===== config.mk =====
export PLATFORM = sky130hd
export DESIGN_NAME = switch_regfile_alu
export DESIGN_NICKNAME = d
export VERILOG_FILES = /design/src/rtl/switch_regfile_alu.sv
export SDC_FILE = /design/constraint.sdc
export NUM_CORES = 1
export LEC_CHECK = 0
export CORE_ASPECT_RATIO = 0.6
export CORE_MARGIN = 5
export CORE_UTILIZATION = 57
export CTS_BUF_LIST = sky130_fd_sc_hd__clkbuf_4
export DETAILED_ROUTE_END_ITERATION = 12
export GPL_TIMING_DRIVEN = 0
export PLACE_DENSITY_LB_ADDON = 0.15
export RECOVER_POWER = 100
export SLEW_MARGIN = 40
export SYNTH_ARGS = -nofsm -noshare
export SYNTH_HDL_FRONTEND = slang
export SYNTH_SLANG_ARGS = --single-unit

===== constraint.sdc =====
create_clock -name Clock -period 5 [get_ports Clock]
set_clock_uncertainty 0.2 [all_clocks]
set_input_delay 1 -clock Clock [delete_from_list [all_inputs] [get_ports Clock]]
set_output_delay 1 -clock Clock [all_outputs]
set_load 0.005 [all_outputs]

===== src/rtl/switch_regfile_alu.sv =====
// Switch-driven register file with a 4-state ALU sequencer and a seven-segment register view.
// Optional build macro SWITCH_ALU_ROTATE_EN turns op 111 from CLR into rotate-left.
module switch_regfile_alu #(
  parameter int WIDTH = 16,
  parameter int NREGS = 4,
  parameter int AW    = $clog2(NREGS)
) (
  input  logic                     Clock,
  input  logic                     Reset,
  input  logic [WIDTH-1:0]         SW_data,
  input  logic [AW-1:0]            dst,
  input  logic [AW-1:0]            src,
  input  logic [2:0]               op,
  input  logic                     go,
  input  logic [AW-1:0]            disp_sel,
  output logic                     ready,
  output logic                     done,
  output logic [3:0]               flags,
  output logic [7*(WIDTH/4)-1:0]   HEX
);

  localparam int NDIG = WIDTH / 4;

  typedef enum logic [1:0] {IDLE, READ, EXEC, WRITE} state_t;

  state_t           state;
  logic [WIDTH-1:0] regs [NREGS];
  logic [2:0]       opLat;
  logic [AW-1:0]    dstLat;
  logic [AW-1:0]    srcLat;
  logic [WIDTH-1:0] dataLat;
  logic [WIDTH-1:0] opA;
  logic [WIDTH-1:0] opB;
  logic [WIDTH-1:0] resHold;
  logic [3:0]       flagHold;

  logic [WIDTH:0]   sum;
  logic [WIDTH-1:0] diff;
  logic [WIDTH-1:0] aluRes;
  logic             aluC;
  logic             aluV;
  logic [WIDTH-1:0] dispVal;

  function automatic logic [6:0] seg7(input logic [3:0] nib);
    logic [6:0] s;
    case (nib)
      4'h0: s = 7'b1000000;
      4'h1: s = 7'b1111001;
      4'h2: s = 7'b0100100;
      4'h3: s = 7'b0110000;
      4'h4: s = 7'b0011001;
      4'h5: s = 7'b0010010;
      4'h6: s = 7'b0000010;
      4'h7: s = 7'b1111000;
      4'h8: s = 7'b0000000;
      4'h9: s = 7'b0010000;
      4'hA: s = 7'b0001000;
      4'hB: s = 7'b0000011;
      4'hC: s = 7'b1000110;
      4'hD: s = 7'b0100001;
      4'hE: s = 7'b0000110;
      default: s = 7'b0001110;
    endcase
    return s;
  endfunction

  // SUB reports borrow-not in C, so C=1 whenever A>=B unsigned
  always_comb begin
    sum    = {1'b0, opA} + {1'b0, opB};
    diff   = opA - opB;
    aluRes = '0;
    aluC   = 1'b0;
    aluV   = 1'b0;
    case (opLat)
      3'b000: aluRes = dataLat;
      3'b001: aluRes = opB;
      3'b010: begin
        aluRes = sum[WIDTH-1:0];
        aluC   = sum[WIDTH];
        aluV   = (opA[WIDTH-1] == opB[WIDTH-1]) && (sum[WIDTH-1] != opA[WIDTH-1]);
      end
      3'b011: begin
        aluRes = diff;
        aluC   = (opA >= opB);
        aluV   = (opA[WIDTH-1] != opB[WIDTH-1]) && (diff[WIDTH-1] != opA[WIDTH-1]);
      end
      3'b100: aluRes = opA & opB;
      3'b101: aluRes = opA | opB;
      3'b110: aluRes = opA ^ opB;
      3'b111: begin
`ifdef SWITCH_ALU_ROTATE_EN
        aluRes = {opA[WIDTH-2:0], opA[WIDTH-1]};
        aluC   = opA[WIDTH-1];
`else
        aluRes = '0;
`endif
      end
    endcase
  end

  always_comb begin
    dispVal = regs[disp_sel];
    HEX     = '0;
    for (int k = 0; k < NDIG; k++) begin
      HEX[7*k +: 7] = seg7(dispVal[4*k +: 4]);
    end
  end

  // Operands are captured in READ, so dst==src sees the pre-write value
  always_ff @(posedge Clock or posedge Reset) begin
    if (Reset) begin
      state    <= IDLE;
      ready    <= 1'b1;
      done     <= 1'b0;
      flags    <= '0;
      opLat    <= '0;
      dstLat   <= '0;
      srcLat   <= '0;
      dataLat  <= '0;
      opA      <= '0;
      opB      <= '0;
      resHold  <= '0;
      flagHold <= '0;
      for (int i = 0; i < NREGS; i++) begin
        regs[i] <= '0;
      end
    end else begin
      done <= 1'b0;
      case (state)
        IDLE: begin
          if (go) begin
            opLat   <= op;
            dstLat  <= dst;
            srcLat  <= src;
            dataLat <= SW_data;
            ready   <= 1'b0;
            state   <= READ;
          end
        end
        READ: begin
          opA   <= regs[dstLat];
          opB   <= regs[srcLat];
          state <= EXEC;
        end
        EXEC: begin
          resHold  <= aluRes;
          flagHold <= {aluRes[WIDTH-1], (aluRes == '0), aluC, aluV};
          state    <= WRITE;
        end
        WRITE: begin
          regs[dstLat] <= resHold;
          flags        <= flagHold;
          done         <= 1'b1;
          ready        <= 1'b1;
          state        <= IDLE;
        end
        default: state <= IDLE;
      endcase
    end
  end

endmodule

==> flow_summary.ini, run 1 <==
[synth]
synth_nets = 1166
ys_seq_area_share_pct = 34.46
synth_xor_area_share_pct = 0.4129
synthAdderAreaFrac_pct = 9.934
post_synth_mux_area_share_pct = 22.04
synth_area_mm2 = 0.01061
synth_warnings = 0
synth_area_leaders = dfrtp_1, mux2_2, mux4_2, ha_1, o21ai_0
synth_edf_count = 0
synth_top_area_share_pct = 34.21
synth_top_family_by_area = multiplexers
synth_cell_type_count = 74
syn_inst = 1055
syn_avg_cell_area_um2 = 10.05
synth_compound_area_share_pct = 16.39
ys_ff_latch = 146
synth-async-reset-ratio_pct = 100.0
ys.flop_type = dfrtp_1
synthDominantAreaCellType = dfrtp_1
synthSimpleGateAreaFrac_pct = 11.67

[grt]
grt_pass1_wl_um = 47830
grt_use_total_pct = 29.18
grt_start_max_net_pins = 25
grt_pass1_vias = 8447
antenna_found_initial = 0
grt_overflow_total = 0

[hold_path]
hp-start = dataLat[7]
hold_class = flip-flop to flip-flop

[sta]
post-route-period-util_pct = 96.00
worstMarginPinSlew_ns = 1.431
tns_ns = 0
whs_ns = 0.3204
final_max_slew_viol_count = 0
worst_slack_ns = 0.2002
slew_headroom_pct = 4.611
rsz0062_at_grt = false
fmax_mhz = 208.3
finalSetupViolations = 0
finalHoldViolCount = 0
period_needed_ns = 4.800

[worst_setup_path]
critPathArrivalTime_ns = 3.60
crit_buf_inv = 4
cp_top_family = buffers and inverters
crit_path_max_incr_delay_ns = 0.54
crit_chain = clkbuf_1, clkbuf_4, mux4_2, inv_1, ha_1, nor2_1, a21oi_1, nor2_1, a31oi_1, clkdlybuf4s50_1
endpoint_kind = output pin
slowest_stage = clkdlybuf4s50_1
crit_type = input pin to output pin
rr_startpoint = opLat[0]
startpoint = disp_sel[1]
crit_top_cell = nor2_1
crit_required_ns = 3.80
critical_path.max_fanout = 10
cp-start-kind = input pin

[die]
fp-row-count = 38
io-pin-count = 62
design.core.area_mm2 = 0.01816
die_w_um = 186.1
die_h_um = 115.7
die-area_mm2 = 0.02152
initial_utilization_pct = 58.39

[pwr]
vdd_drop_max_mv = 0.3601
p_leak_nw = 5.050
power_density_mw_per_mm2 = 733.0

[placed_design]
pre_cts_slack_ns = -0.2174
port_buffers = 59
place_hpwl_um = 24020
gp_congestion = 0.9672

[route]
drc_errors = 0
drtIter0Drc = 926
viasPerCell = 6.461
drt-wirelength-per-cell_um = 22.40
drt_pass1_iterations = 6
drtAntennaViolNets = 0
vias = 8981
wirelength_um = 31130

[final_layout]
num_antenna_cells = 0
area_delta_synth_final_pct = 12.49
utilization_pct = 65.69
finalNetCount = 1250
drive_gt1_share_pct = 18.00

[clock_tree]
cts.path.max_buffers = 2
htreeDepth = 4
cts_tree = yes
cts_setup_buffers = 0
cts_made_buffers = 17
clk_latency_ns = 0.58
path_clk_slew_ns = 0.14
clock_sinks = 146
cts_hold_buffers = 0
cts_root_buf = clkbuf_4

[flow_run]
drv_cap = 0

[status]
status = finished, final reports clean
## where the power goes
group	switching [mW]	leakage [nW]	internal [mW]	total, mW
Clock	0.468	0.192	0.495	0.963
Sequential	0.460	1.84	1.71	2.17
Combinational	3.17	3.01	2.44	5.61
Total	4.10	5.05	4.64	8.74
## path summary, 6_finish.rpt
check                                   end  slack, ns  depth (start not counted)
worst max-delay path                HEX[24]       0.20                         10
worst min-delay path             dataLat[7]       0.32                          1
worst max register to register  flagHold[2]       0.79                         10
worst min register to register   dataLat[7]       0.32                          1
max in group asynchronous            opA[4]       0.64                          7
min in group asynchronous          regs[15]       0.73                          2
## final cells by class
cell class / count / area [µm²]
sequential: 146 / 3655
fill: 1494 / 6232
buffer: 69 / 295.3
clock inverter: 13 / 234.0
tap: 240 / 300.3
clock buffer: 17 / 127.6
inverter: 68 / 256.5
multi-input combinational: 772 / 6405
timing repair buffer: 65 / 656.9
## cell families (layout without fill, tap and decap cells)
group	Yosys count	after routing
XOR/XNOR	5	5
multiplexers	161	161
AND/OR/NAND/NOR	255	255
flip-flops	146	146
AO/OA/AOI/OAI	268	268
adder cells (fa/ha/maj)	83	83
buffers and inverters	137	232
## state kept, by name (all words and copies together), names as in the netlist
name,count
regs,64
dataLat,16
opA,16
opB,16
resHold,16
flags,4
flagHold,3
opLat,3
dstLat,2
srcLat,2
state,2
done,1
ready,1
## layout by cell type, fill, tap and decap left out, drive strengths merged, types with 4 or more instances in the layout
master / n
or3: 7
buf: 18
ha: 81
a21oi: 51
bufinv: 6
a21o: 4
o221ai: 9
nor2: 59
clkinv: 6
mux2: 100
o31ai: 8
mux4: 48
o22ai: 8
a221oi: 4
nor3b: 5
nand2b: 16
nand2: 92
nor3: 16
a22o: 4
mux2i: 13
xnor2: 4
inv: 68
nand3: 12
clkdlybuf4s50: 29
o211ai: 8
a211oi: 9
a22oi: 9
clkbuf: 74
o21ai: 90
nor4: 4
o32ai: 4
nand4: 4
or4: 4
a31oi: 13
dfrtp: 145
nor2b: 18
dlygate4sd3: 30
o21a: 10
and2: 8
## timing repair
item / 4_1_cts / 5_1_grt
gates cloned: 0 / 0
resized for setup: 2 / 5
setup endpoints to repair: 8 / 4
## metrics by stage
stage	total power, mW	area (µm²)	std cells
final	8.745	11930	1390
after global routing	9.334	11930	1390
after CTS	8.720	12030	1390
after detailed placement	7.732	11660	1360
after global placement	7.615	11500	1354
after floorplan	5.900	10610	1055
## per-layer routing
| layer | vias to the layer above | routed length (µm) | global-route usage, % |
|---|---|---|---|
| li1 | 4025 | - | - |
| met1 | 4477 | 14270 | 44.92 |
| met2 | 429 | 12950 | 40.37 |
| met3 | 48 | 3398 | 9.159 |
| met4 | 2 | 437 | 5.774 |
| met5 | - | 76 | 2.667 |
## Yosys cell counts, types with 7 or more instances
cell	instances
o21a_1	10
or3_1	7
buf_2	9
nand2b_1	16
dfrtp_1	145
nand2_1	92
o211ai_1	8
o22ai_1	8
nand3_1	12
inv_1	67
mux4_2	48
ha_1	81
o221ai_1	9
mux2_2	100
clkbuf_1	46
a211oi_1	7
nor3_1	14
a21oi_1	51
buf_1	12
o21ai_0	88
nor2b_1	18
and2_1	8
a31oi_1	13
o31ai_1	8
nor2_1	59
mux2i_1	13
a22oi_1	9
Power figures use the tool's default switching activity.
==> run 2, diff against run 1 <==
--- a/config.mk
+++ b/config.mk
@@ -11,6 +11,7 @@
 export CTS_BUF_LIST = sky130_fd_sc_hd__clkbuf_4
 export DETAILED_ROUTE_END_ITERATION = 12
 export GPL_TIMING_DRIVEN = 0
+export HOLD_SLACK_MARGIN = 0.05
 export PLACE_DENSITY_LB_ADDON = 0.15
 export RECOVER_POWER = 100
 export SLEW_MARGIN = 40
==> results of run 2 <==
Final layout, timing and power as in run 1 (identical DEF).
